**src/rtl/data_mem_access_unit.sv**
```systemverilog
// Load/store sequencer for a synchronous data memory: one request at a time,
// single-cycle strobe, waits out the clocked read, returns data/ack/error.
module data_mem_access_unit #(
    parameter int ADDR_BITS = 16,
    parameter int DATA_W    = 32,
    parameter int CNT_W     = 16
) (
    input  logic              clk,
    input  logic              rst_n,
    input  logic              req_valid,
    output logic              req_ready,
    input  logic              req_we,
    input  logic [31:0]       req_addr,
    input  logic [DATA_W-1:0] req_wdata,
    output logic              rsp_valid,
    input  logic              rsp_ready,
    output logic [DATA_W-1:0] rsp_data,
    output logic              rsp_err,
    output logic              mem_read,
    output logic              mem_wrt,
    output logic [31:0]       mem_addr,
    output logic [DATA_W-1:0] mem_wdata,
    input  logic [DATA_W-1:0] mem_rdata,
    output logic [CNT_W-1:0]  txn_count
);

    typedef enum logic [1:0] {S_IDLE, S_ACCESS, S_CAPTURE, S_RESP} state_t;

    state_t              r_state, w_next;
    logic                r_we;
    logic                r_rsp_valid, r_rsp_err, r_mem_read, r_mem_wrt;
    logic [DATA_W-1:0]   r_rsp_data, r_mem_wdata;
    logic [31:0]         r_mem_addr;
    logic [CNT_W-1:0]    r_txn_count;
    logic                w_accept, w_oor, w_rsp_fire;

    assign w_accept   = req_valid && (r_state == S_IDLE);
    assign w_oor      = |req_addr[31:ADDR_BITS];
    assign w_rsp_fire = (r_state == S_RESP) && rsp_ready;

    always_ff @(posedge clk or negedge rst_n) begin
        if (!rst_n) r_state <= S_IDLE;
        else        r_state <= w_next;
    end

    always_comb begin
        w_next = r_state;
        case (r_state)
            S_IDLE:    if (w_accept) w_next = w_oor ? S_RESP : S_ACCESS;
            S_ACCESS:  w_next = S_CAPTURE;
            S_CAPTURE: w_next = S_RESP;
            S_RESP:    if (w_rsp_fire) w_next = S_IDLE;
            default:   w_next = S_IDLE;
        endcase
    end

    // Strobes are registered; async reset removes them before the memory edge.
    always_ff @(posedge clk or negedge rst_n) begin
        if (!rst_n) begin
            r_we        <= 1'b0;
            r_rsp_valid <= 1'b0;
            r_rsp_err   <= 1'b0;
            r_rsp_data  <= '0;
            r_mem_read  <= 1'b0;
            r_mem_wrt   <= 1'b0;
            r_mem_addr  <= '0;
            r_mem_wdata <= '0;
            r_txn_count <= '0;
        end else begin
            case (r_state)
                S_IDLE: if (w_accept) begin
                    r_we <= req_we;
                    if (w_oor) begin
                        r_rsp_err   <= 1'b1;
                        r_rsp_data  <= '0;
                        r_rsp_valid <= 1'b1;
                    end else begin
                        r_mem_addr  <= req_addr;
                        r_mem_wdata <= req_wdata;
                        r_mem_read  <= ~req_we;
                        r_mem_wrt   <= req_we;
                    end
                end
                S_ACCESS: begin
                    r_mem_read <= 1'b0;
                    r_mem_wrt  <= 1'b0;
                end
                S_CAPTURE: begin
                    r_rsp_data  <= r_we ? '0 : mem_rdata;
                    r_rsp_err   <= 1'b0;
                    r_rsp_valid <= 1'b1;
                end
                S_RESP: if (rsp_ready) begin
                    r_rsp_valid <= 1'b0;
                    r_txn_count <= r_txn_count + 1'b1;
                end
                default: ;
            endcase
        end
    end

    assign req_ready = (r_state == S_IDLE);
    assign rsp_valid = r_rsp_valid;
    assign rsp_err   = r_rsp_err;
    assign rsp_data  = r_rsp_data;
    assign mem_read  = r_mem_read;
    assign mem_wrt   = r_mem_wrt;
    assign mem_addr  = r_mem_addr;
    assign mem_wdata = r_mem_wdata;
    assign txn_count = r_txn_count;

endmodule

```
**config.mk**
```make
export PLATFORM = sky130hd
export DESIGN_NAME = data_mem_access_unit
export DESIGN_NICKNAME = d
export VERILOG_FILES = /design/src/rtl/data_mem_access_unit.sv
export SDC_FILE = /design/constraint.sdc
export NUM_CORES = 1
export LEC_CHECK = 0
export BUFFER_PORTS_ARGS = -buffer_cell sky130_fd_sc_hd__clkbuf_2
export CORE_MARGIN = 5
export CORE_UTILIZATION = 42
export DETAILED_ROUTE_END_ITERATION = 10
export GPL_ROUTABILITY_DRIVEN = 1
export PLACE_DENSITY = 0.75
export REMOVE_ABC_BUFFERS = 1
export SYNTH_ARGS = -nofsm -noshare
export SYNTH_HDL_FRONTEND = slang
export SYNTH_SLANG_ARGS = --single-unit
```
**constraint.sdc**
```tcl
create_clock -name clk -period 2.05 [get_ports clk]
set_clock_uncertainty 0.1 [all_clocks]
set_input_delay 0.41 -clock clk [delete_from_list [all_inputs] [get_ports clk]]
set_output_delay 0.41 -clock clk [all_outputs]
set_load 0.02 [all_outputs]
```
Word-level counts from Yosys, hierarchy flattened
Cells that the tools add are included.
{"block": "totals", "word_cells": 54, "inputBits": 101, "register_bits": 119, "output_inout_bits": 117}
{"block": "classes", "eq_ne": 8, "n_mux": 19, "bitwise_logic": 2, "add_sub_neg": 1, "n_reduce_logical": 14}
{"operator": "$mux W32", "count": 3}
{"operator": "$pmux W32 S2", "count": 1}
{"operator": "$add A16 B1 Y16 const B", "count": 1}
{"operator": "$reduce_or A16 Y1", "count": 1}
{"operator": "$reduce_and A3 Y1", "count": 3}
{"operator": "$pmux W2 S4", "count": 1}
{"operator": "$mux W1", "count": 7}
{"operator": "$mux W2", "count": 3}
{"operator": "$ne A2 B2 Y1 const B", "count": 3}
{"operator": "$pmux W1 S2", "count": 3}
{"operator": "$reduce_and A2 Y1", "count": 3}
{"operator": "$eq A2 B2 Y1 const B", "count": 2}
{"operator": "$ne A2 B1 Y1 const B", "count": 2}
{"operator": "$reduce_and A4 Y1", "count": 1}
{"operator": "$reduce_bool A2 Y1", "count": 2}
{"operator": "$pmux W1 S3", "count": 1}
{"operator": "$reduce_bool A3 Y1", "count": 1}
{"operator": "$eq A2 B1 Y1 const B", "count": 1}
{"operator": "$logic_and A1 B1 Y1", "count": 2}
{"operator": "$logic_not A2 Y1", "count": 1}
{"operator": "$not A1 Y1", "count": 2}

Logic depth before layout (Yosys ltp)
Gate-level depths: netlist of the first run.
{"block": "depth", "ltp_word": 4, "ltp_mapped": 8, "mapped_depth_nobuf": 6}

Worst setup path before layout of the first run
No wires, ideal clock.
{"block": "synth_path", "path_type": "flip-flop to flip-flop", "startpoint": "register r_state[0]", "endpoint": "register r_rsp_data[10] (netlist: rsp_data[10])", "arrival_time_ns": 1.842, "setup_ns": 0.122, "n_path_buf": 3, "setup_slack_ns": -0.014, "path_stages_with_launch": 9, "t_required_ns": 1.828, "synth_period_minus_slack_ns": 2.064, "path_cell_list": "dfrtp_1 -> inv_1 -> ha_1 -> buf_2 -> o21ai_1 -> a21bo_2 -> buf_2 -> buf_2 -> o2bb2ai_1"}
{"block": "synth_between", "elab_chain_len": 4, "elab_cells_between_ends": 8, "cone_classes": "3 x eq/ne; 1 x mux; 4 x reduce/logical"}
{"element": "from (decl)", "line": "29", "rtl": "state_t r_state, w_next;"}
{"element": "from (signal assigned)", "line": "43", "rtl": "else r_state <= w_next;"}
{"element": "$logic_not A2 Y1 *"}
{"element": "net req_ready", "line": "11", "rtl": "output logic req_ready,"}
{"element": "$logic_and A1 B1 Y1", "line": "37", "rtl": "assign w_accept = req_valid && (r_state == S_IDLE);"}
{"element": "$ne A2 B1 Y1 (no source line)"}
{"element": "$reduce_and A3 Y1 (no source line)"}
{"element": "to (signal assigned)", "line": "89", "rtl": "r_rsp_data <= r_we ? '0 : mem_rdata;"}
{"element": "to (decl)", "line": "32", "rtl": "logic [DATA_W-1:0] r_rsp_data, r_mem_wdata;"}
Mark *: on every way through the listed nets, which the timed path passes. The rest lies on a longest branch.
A chain may end at the register's enable or synchronous reset.

Worst setup path in the final report of the first run
{"block": "layout_path", "startpoint": "register r_state[1]", "endpoint": "output port req_ready"}
{"block": "layout_between", "elab_chain_len": 1}
{"element": "$logic_not A2 Y1", "line": "102", "rtl": "assign req_ready = (r_state == S_IDLE);"}
{"element": "to (decl)", "line": "11"}
Every way passes these cells.

==> flow_summary_export.csv, run 1 <==
group,metric,value,unit
run_status,outcome,"finished with violations",
run_status,failed_checks,"hold timing",
die,dieArea,0.0137,mm2
synthesis,ys_top_cells_by_area,"dfrtp_1 62%, mux2_1 9.4%, o2bb2ai_1 6.2%",
critical_path,regToRegEndpoint,"mem_wdata[8]",
clocking,cts_tree,"built",
die,die_h,117,um
clocking,clock_latency,0.40,ns
timing,rsz0062_at_grt,"no",
route,num_vias,3733,
cells_and_area,fin_util,0.593,
route,dr.pass1.iters,4,
global_routing,antenna_found_initial,0,
critical_path,arrival,1.46,ns
cells_and_area,final_cell_mix,"215 x clkbuf_2, 119 x dfrtp_1, 40 x mux2_1, 39 x nand3_1, 34 x o2bb2ai_1",
clocking,clockBufferDepth,2,
route,routed_wl,12200,um
global_routing,grtUsageTotal,0.178,
global_routing,grt_pass1_vias,3793,
power_and_ir_drop,swShare,0.321,
timing,fin_hold_ws,-0.0580,ns
critical_path,worstPathMaxFanout,11,
timing,max_freq,508,MHz
min_path,hold_path.class,"input port to asynchronous set/reset pin",
synthesis,ys_ff_latch,119,
power_and_ir_drop,leakage,0.00367,uW
critical_path,reg2reg_depth,6,
synthesis,yosysTopAreaCell,"dfrtp_1",
timing,finalHoldViolCount,23,
timing,relSlewSlack,0.550,
die,io_pins,218,
placement,hpwl,8710,um
timing,finalSetupViolations,0,
timing,slew_violations,0,
job,max_cap_viol_count,0,
synthesis,yosysUniqueCellTypes,33,
power_and_ir_drop,pwr-share-comb,0.269,
synthesis,synth_area,0.00481,mm2
synthesis,synth_top_area_share,0.619,
clocking,cts_hold_buf,0,
die,initial_utilization,0.425,
route,drt_iter0_markers,250,
route,via_per_inst,5.08,
critical_path,rrSetupSlack,0.10,ns
route,ant_nets,0,
cells_and_area,drive_gt1_frac,0.466,
die,die_x,117,um
critical_path,rr_startpoint,"r_state[1]",
timing,fin_crit,1.97,ns
cells_and_area,n_antenna_cell,0,
power_and_ir_drop,finalPower,8640,uW
route,wl_per_cell,16.5,um
placement,gp_congestion,0.809,
clocking,cts_root_buf,"clkbuf_16",
synthesis,netlist_instances,351,
power_and_ir_drop,switchingPower,2780,uW
critical_path,crit_type,"flip-flop to output pin",
die,core,0.0113,mm2
timing,worstMarginPinSlew,0.676,ns
clocking,clkTransAtPathRegs,0.05,ns
clocking,clock_sinks,119,
clocking,cts_htree_levels,4,
global_routing,grt_max_degree,120,
cells_and_area,area_growth,39.6,%
timing,period_share,0.960,
synthesis,avgSynthCellArea,13.7,um2
critical_path,endpoint_kind,"output pin",
timing,setup_slack,0.0815,ns
power_and_ir_drop,p_seq_frac,0.357,
clocking,cts_made_buffers,17,
synthesis,yosys_warnings,0,
power_and_ir_drop,internal_power,5870,uW
route,drc,0,
die,rows,39,
global_routing,grt_pass1_wl,18800,um
global_routing,overflow,0,
placement,pre_cts_slack,0.0219,ns
placement,port_buffers,217,
power_and_ir_drop,irDropWorstVdd,0.754,mV
critical_path,required,1.54,ns
critical_path,cp-start-kind,"flip-flop",
synthesis,ys_seq_area_frac,0.619,
cells_and_area,mostFrequentLayoutCell,"clkbuf_2",
cells_and_area,nNetsFinal,686,
power_and_ir_drop,pwr_density_cell,1290,mW/mm2
power_and_ir_drop,p_clk_frac,0.374,
## critical path, stage by stage (launching register included)
cell and delay [ns]:
dfrtp_1 0.42, inv_1 0.13, ha_1 0.18, buf_4 0.18
buf_4 0.16
## per-layer routing
metal / up-vias / GRT usage / part of all wire
met3: 27 / 0.0524 / 0.078
met2: 170 / 0.304 / 0.51
met1: 1824 / 0.199 / 0.38
met5: - / 0 / 0
met4: 0 / 0.0994 / 0.026
li1: 1712 / - / -
## power by group through the flow
stage / clock (uW) / combinational [uW] / sequential [uW]
floorplan: 0 / 882 / 3510
global placement: 0 / 2240 / 3080
detailed placement: 0 / 2310 / 3100
CTS: 3310 / 2310 / 3080
global route: 3400 / 2500 / 3130
finish: 3230 / 2320 / 3080
## kinds of logic (layout without fill, tap and decap cells)
group,after synthesis,in the layout,synth area share
flip-flops,119,119,0.619
AND/OR/NAND/NOR,87,87,0.0970
buffers and inverters,29,270,0.0450
adder cells (fa/ha/maj),6,6,0.0156
AO/OA/AOI/OAI,44,44,0.0767
multiplexers,51,51,0.119
XOR/XNOR,15,15,0.0273
## final cells by class
type | count | area, um2
Clock buffer | 23 | 478
Tap cell | 143 | 179
Inverter | 6 | 22.5
Sequential cell | 119 | 2980
Multi-Input combinational cell | 203 | 1620
Clock inverter | 9 | 170
Timing Repair Buffer | 232 | 1270
Fill cell | 945 | 4610
## how the worst max path moves through the flow
| stage | start | cells after the start | to | slack, ns |
|---|---|---|---|---|
| floorplan | r_state[0] | 5 | rsp_err | -0.95 |
| global placement | req_addr[18] | 6 | mem_wdata[22] | 0.07 |
| detailed placement | req_addr[26] | 6 | mem_wdata[8] | 0.02 |
| CTS | r_state[0] | 4 | req_ready | 0.01 |
| global route | r_state[1] | 4 | req_ready | 0.009 |
| finish | r_state[1] | 4 | req_ready | 0.08 |
## metrics by stage
stage | area, um2 | hold slack (ns) | std cells | setup TNS, ns
floorplan | 4620 | 0.0144 | 328 | -45.18
global placement | 6060 | 0.363 | 702 | 0
detailed placement | 6060 | 0.372 | 702 | 0
CTS | 6710 | 0.0182 | 734 | 0
global route | 6720 | 0.0392 | 735 | 0
finish | 6720 | -0.0580 | 735 | 0
## what timing repair did
action,in CTS,in global routing
buffers inserted,0,1
hold endpoints to repair,0,0
resized for setup,0,3
setup endpoints to repair,0,5
## flip-flops by register name, summed over array words and instances, names as in the netlist
| register | cells |
|---|---|
| txn_count | 16 |
| mem_wrt | 1 |
| r_state | 2 |
| mem_read | 1 |
| rsp_err | 1 |
| r_we | 1 |
| mem_addr | 32 |
| rsp_valid | 1 |
| rsp_data | 32 |
| mem_wdata | 32 |
## synthesized netlist by cell type
| cell type | number |
|---|---|
| mux2_1 | 40 |
| nor2b_1 | 18 |
| o2bb2ai_1 | 34 |
| mux2_2 | 10 |
| buf_8 | 1 |
| a32oi_1 | 1 |
| o21ai_1 | 1 |
| nand4_1 | 2 |
| clkbuf_1 | 7 |
| a41oi_1 | 2 |
| ha_1 | 6 |
| and2_1 | 1 |
| buf_2 | 9 |
| inv_1 | 6 |
| nor2_1 | 4 |
| buf_12 | 5 |
| xor2_1 | 2 |
| and3_1 | 2 |
| a21bo_2 | 1 |
| xnor2_1 | 13 |
| nand3_1 | 39 |
| a21oi_1 | 1 |
| o21ai_0 | 2 |
| nor4_1 | 6 |
| dfrtp_1 | 119 |
| nand2_1 | 11 |
| o31ai_1 | 1 |
| mux2i_1 | 1 |
| and4_1 | 2 |
| a211oi_1 | 1 |
| buf_4 | 1 |
| nand2b_1 | 1 |
| and2b_4 | 1 |
(Power assumes the default switching activity.)
==> run 2: changes to the inputs <==
CELL_PAD_IN_SITES_DETAIL_PLACEMENT = 1   (was default)
CELL_PAD_IN_SITES_GLOBAL_PLACEMENT = 1   (was default)
CORE_UTILIZATION = 36   (was 42)
MAX_ROUTING_LAYER = met4   (was default)
PLACE_DENSITY = 0.79   (was 0.75)
clock period = 1.9 ns   (was 2.05 ns; I/O delays follow)
==> flow_summary_export.csv, run 2 (synthesized netlist as in run 1, its figures left out) <==
group,metric,value,unit
cells_and_area,fillers,1404,
route,drt_iter0_markers,195,
global_routing,grtUsageTotal,0.190,
critical_path,endpoint_kind,"output pin",
clocking,cts_tree,"built",
critical_path,required,1.42,ns
global_routing,grt_pass1_vias,4311,
timing,max_freq,537,MHz
timing,fin_hold_ws,0.0914,ns
clocking,clock_sinks,119,
cells_and_area,drive_gt1_frac,0.538,
die,rows,42,
global_routing,grt_max_degree,70,
die,dieArea,0.0158,mm2
job,max_cap_viol_count,0,
timing,rsz0062_at_grt,"yes",
global_routing,grt_pass1_wl,23100,um
critical_path,arrival,1.38,ns
global_routing,overflow,0,
timing,period_share,0.981,
power_and_ir_drop,irDropWorstVdd,1.23,mV
route,drc,0,
clocking,cts_htree_levels,4,
critical_path,rrSetupSlack,0.04,ns
cells_and_area,mostFrequentLayoutCell,"clkbuf_2",
die,core,0.0132,mm2
die,die_x,126,um
route,ant_nets,0,
critical_path,worstPathMaxFanout,11,
critical_path,crit_type,"flip-flop to output pin",
route,routed_wl,14700,um
timing,finalHoldViolCount,0,
critical_path,cp-start-kind,"flip-flop",
clocking,cts_setup_buffers,0,
timing,setup_slack,0.0362,ns
die,initial_utilization,0.365,
timing,fin_crit,1.86,ns
placement,port_buffers,217,
global_routing,antenna_found_initial,0,
power_and_ir_drop,pwr_density_cell,1350,mW/mm2
run_status,outcome,"completed",
clocking,cts_root_buf,"clkbuf_16",
die,io_pins,218,
die,die_h,126,um
min_path,hold_path.class,"input port to flip-flop",
clocking,cts_made_buffers,17,
timing,relSlewSlack,0.746,
placement,gp_congestion,0.813,
placement,pre_cts_slack,-0.206,ns
route,dr.pass1.iters,4,
route,num_vias,3807,
power_and_ir_drop,leakage,0.00374,uW
clocking,clockBufferDepth,2,
clocking,clock_latency,0.40,ns
cells_and_area,final_cell_mix,"215 x clkbuf_2, 119 x dfrtp_1, 39 x nand3_1, 37 x mux2_4, 34 x o2bb2ai_1",
timing,worstMarginPinSlew,0.381,ns
cells_and_area,nNetsFinal,695,
timing,finalSetupViolations,0,
route,wl_per_cell,19.0,um
timing,slew_violations,0,
cells_and_area,n_antenna_cell,0,
placement,hpwl,10300,um
cells_and_area,area_growth,47.7,%
clocking,clkTransAtPathRegs,0.05,ns
route,via_per_inst,4.91,
timing,tns,0,ns
-- run 2: cell count changes in the layout (fill, tap and decap cells not counted), sizes merged --
| cell | previous run | this run |
|---|---|---|
| clkinv | 4 | 1 |
| buf | 17 | 22 |
| dlygate4sd3 | 0 | 1 |
| clkbuf | 238 | 240 |
| bufinv | 5 | 6 |
| clkinvlp | 0 | 1 |
-- run 2: stage by stage --
step / utilization / cells / instance area (um2) / power [uW]
floorplan: - / 328 / 4620 / 4740
global placement: 0.466 / 739 / 6140 / 5850
detailed placement: 0.466 / 739 / 6140 / 5950
CTS: 0.521 / 771 / 6870 / 9680
global route: 0.539 / 775 / 7100 / 10100
finish: 0.539 / 775 / 7100 / 9610
-- run 2: path summary, 6_finish.rpt --
kind	startpoint	to	cells past startpoint
min reg2reg	rsp_data[6]	rsp_data[6]	1
min	req_wdata[13]	mem_wdata[13]	2
max	r_state[0]	req_ready	4
max reg2reg	r_state[0]	mem_wdata[25]	6
min in group asynchronous	rst_n	mem_wdata[16]	3
max in group asynchronous	rst_n	mem_addr[5]	3
-- run 2: per-layer routing --
layer	GRT usage	routed length, um
met3	0.0567	1030
met4	0.0746	328
met5	-	0
met2	0.312	7540
met1	0.219	5850
-- run 2: layout make-up --
class / count / area [um2] / share of cell area
clock inverters: 8 / 193 / 0.0271
inverters: 6 / 22.5 / 0.00317
flip-flops and latches: 119 / 2980 / 0.419
repair buffers: 241 / 1420 / 0.200
well taps: 176 / 220 / 0.0310
multi-input cells: 203 / 1780 / 0.251
clock buffers: 22 / 484 / 0.0682
-- run 2: repair_timing --
action                                  in CTS  in global routing
pin swaps                                    0                  0
hold buffers                                 1                  0
gates cloned                                 1                  4
endpoints found under the setup margin      38                 60
resized for setup                            6                 42
hold endpoints to repair                   119                  0
-- run 2: power breakdown --
part,internal (uW),switching (uW)
combinational,1010,1650
sequential,2990,313
clock,2580,1070
total,6580,3030
-- run 2: worst max-delay path, stage by stage, from the launching register on --
cell and delay (ns):
dfrtp_1 0.39, inv_2 0.10, ha_4 0.14, buf_4 0.17, clkbuf_4 0.18
==> run 3: changes to the inputs <==
ABC_AREA = 1   (was default)
CORE_ASPECT_RATIO = 0.7   (was default)
CORE_UTILIZATION = 34   (was 36)
PLACE_DENSITY = default   (was 0.79)
PLACE_DENSITY_LB_ADDON = 0.05   (was default)
==> flow_summary_export.csv, run 3 <==
group,metric,value,unit
critical_path,crit_type,"flip-flop to output pin",
power_and_ir_drop,switchingPower,2880,uW
clocking,clock_latency,0.41,ns
route,dr.pass1.iters,4,
clocking,clkTransAtPathRegs,0.06,ns
global_routing,grt_pass1_wl,24900,um
synthesis,yosys_warnings,0,
global_routing,grtUsageTotal,0.181,
synthesis,synth_most_common_cell,"nand2_1",
die,die_x,158,um
synthesis,ys_seq_area_frac,0.569,
route,num_vias,4617,
timing,rsz0062_at_grt,"no",
power_and_ir_drop,leakage,0.00436,uW
timing,fin_hold_ws,0.0922,ns
power_and_ir_drop,pwr_density_cell,1210,mW/mm2
clocking,clock_sinks,119,
global_routing,use_met3,0.0455,
placement,hpwl,11600,um
synthesis,async_reset_ff_frac,1.00,
synthesis,synth_top_family_by_area,"simple AND/OR/NAND/NOR gates",
power_and_ir_drop,pwr-share-comb,0.275,
timing,finalSetupViolations,0,
global_routing,grt_max_degree,79,
power_and_ir_drop,swShare,0.332,
clocking,cts_made_buffers,17,
die,initial_utilization,0.342,
critical_path,required,1.42,ns
cells_and_area,final_cell_mix,"215 x clkbuf_2, 173 x nand2_1, 119 x dfrtp_1, 114 x inv_1, 54 x nor2_1",
die,rows,38,
global_routing,use_met2,0.291,
cells_and_area,area_growth,37.1,%
cells_and_area,drive_gt1_frac,0.324,
cells_and_area,nNetsFinal,945,
clocking,cts_htree_levels,4,
timing,max_freq,557,MHz
critical_path,cp-start-kind,"flip-flop",
global_routing,busiest_layer,"met2",
synthesis,synthSimpleGateAreaFrac,0.226,
die,dieArea,0.0180,mm2
route,drc,0,
synthesis,avgSynthCellArea,8.51,um2
synthesis,ys_ff_latch,119,
clocking,cts_setup_buffers,0,
synthesis,synth_fa_ha_area_frac,0.0143,
synthesis,yosysTopAreaCell,"dfrtp_1",
synthesis,synth-xor-area-share,0.0201,
placement,place_inst,1018,
synthesis,ys.flop_type,"dfrtp_1",
cells_and_area,fillers,1931,
power_and_ir_drop,p_seq_frac,0.347,
route,routed_wl,15600,um
timing,slew_violations,0,
critical_path,worstPathMaxFanout,6,
synthesis,synth_top_area_share,0.569,
power_and_ir_drop,p_clk_frac,0.378,
synthesis,netlist_instances,615,
cells_and_area,finalNonFillerCells,1051,
cells_and_area,mostFrequentLayoutCell,"clkbuf_2",
global_routing,overflow,0,
global_routing,grt_pass1_vias,4973,
placement,gp_congestion,0.749,
timing,tns,0,ns
global_routing,grt_use_met1,0.228,
cells_and_area,n_antenna_cell,0,
job,max_cap_viol_count,0,
global_routing,antenna_found_initial,0,
timing,finalHoldViolCount,0,
synthesis,ys_top_cells_by_area,"dfrtp_1 57%, nand2_1 12%, inv_1 8.3%",
die,io_pins,218,
clocking,cts_tree,"built",
route,drt_iter0_markers,166,
power_and_ir_drop,internal_power,5800,uW
die,core,0.0153,mm2
power_and_ir_drop,irDropWorstVdd,0.672,mV
timing,fin_crit,1.79,ns
run_status,outcome,"completed",
clocking,cts_root_buf,"clkbuf_16",
route,wl_per_cell,14.9,um
die,die_h,114,um
synthesis,synth_edf_count,0,
critical_path,arrival,1.31,ns
synthesis,synthTopCellsByCount,"173 x nand2_1, 119 x dfrtp_1, 116 x inv_1",
synthesis,synth_mux_area_frac,0,
critical_path,endpoint_kind,"output pin",
min_path,hold_path.class,"input port to flip-flop",
route,via_per_inst,4.39,
timing,worstMarginPinSlew,0.508,ns
synthesis,yosysUniqueCellTypes,25,
synthesis,synth-compound-area-share,0.0571,
synthesis,synth_area,0.00524,mm2
placement,port_buffers,217,
timing,relSlewSlack,0.661,
clocking,clockBufferDepth,2,
route,ant_nets,0,
timing,period_share,0.945,
-- run 3: changes by cell type after synthesis, sizes merged, moves of 5 or more --
cell and delta:
clkbuf +5, inv +111, mux2 -50, nand2 +165
nor2 +54, nor2b -18, nor4 -6, o21ai +48
o2bb2ai -34, xnor2 -7
-- run 3: kinds of logic after synthesis --
kind of cell / count (synthesis)
AOI/OAI and AO/OA: 53
xor gates and xnor gates: 12
adders and majority gates: 6
buffers and inverters: 142
DFF: 119
and+or+nand+nor: 283
-- run 3: cell type report --
| type | instances | area (um2) | area share |
|---|---|---|---|
| repair buffers | 229 | 1240 | 0.172 |
| clock buffers | 22 | 444 | 0.0619 |
| inverters | 117 | 439 | 0.0612 |
| flip-flops and latches | 119 | 2980 | 0.415 |
| clock inverters | 10 | 153 | 0.0213 |
| multi-input cells | 354 | 1680 | 0.234 |
| well taps | 200 | 250 | 0.0348 |
-- run 3: metrics by stage --
step                       util  setup WS [ns]  total power, uW  cell area (um2)
after floorplan               -         -0.434             4370             5080
after CTS                 0.468        0.00210             8800             7160
after global placement    0.428          0.114             5340             6550
after global routing      0.469        0.00493             9210             7180
final                     0.469          0.105             8680             7180
after detailed placement  0.428         0.0112             5420             6550
-- run 3: path summary, 6_finish.rpt --
path / start / endpoint / slack, ns / depth (start not counted)
worst max-delay path: r_state[0] / req_ready / 0.11 / 3
worst min-delay path: req_wdata[18] / mem_wdata[18] / 0.09 / 3
worst max register to register: r_state[0] / rsp_data[20] / 0.16 / 8
worst min register to register: mem_addr[20] / mem_addr[20] / 0.36 / 2
max in group asynchronous: rst_n / mem_addr[29] / 0.81 / 3
min in group asynchronous: rst_n / rsp_data[13] / 0.22 / 2
-- run 3: power groups by stage --
stage               sequential [uW]  clock (uW)  combinational (uW)
floorplan                      3300           0                1080
global placement               3040           0                2300
detailed placement             3060           0                2360
CTS                            3020        3400                2380
global route                   3060        3490                2660
finish                         3020        3280                2390
-- run 3: routing by layer --
metal  share of wire  vias to the layer above
li1                -                     2276
met1            0.45                     2206
met2            0.48                      119
met3           0.059                       16
met4           0.014                        0
met5               0                        -
-- run 3: critical path: stages, from the launching register on --
cell and delay [ns]:
dfrtp_1 0.43, inv_2 0.12, ha_4 0.18, clkbuf_4 0.18
-- run 3: repair_timing --
| action | in CTS | in global routing |
|---|---|---|
| cloned | 0 | 0 |
| setup endpoints to repair | 3 | 58 |
| pin swaps | 0 | 0 |
| gates resized for setup | 2 | 5 |
| endpoints found under the hold margin | 119 | 0 |
| hold buffers | 1 | 0 |
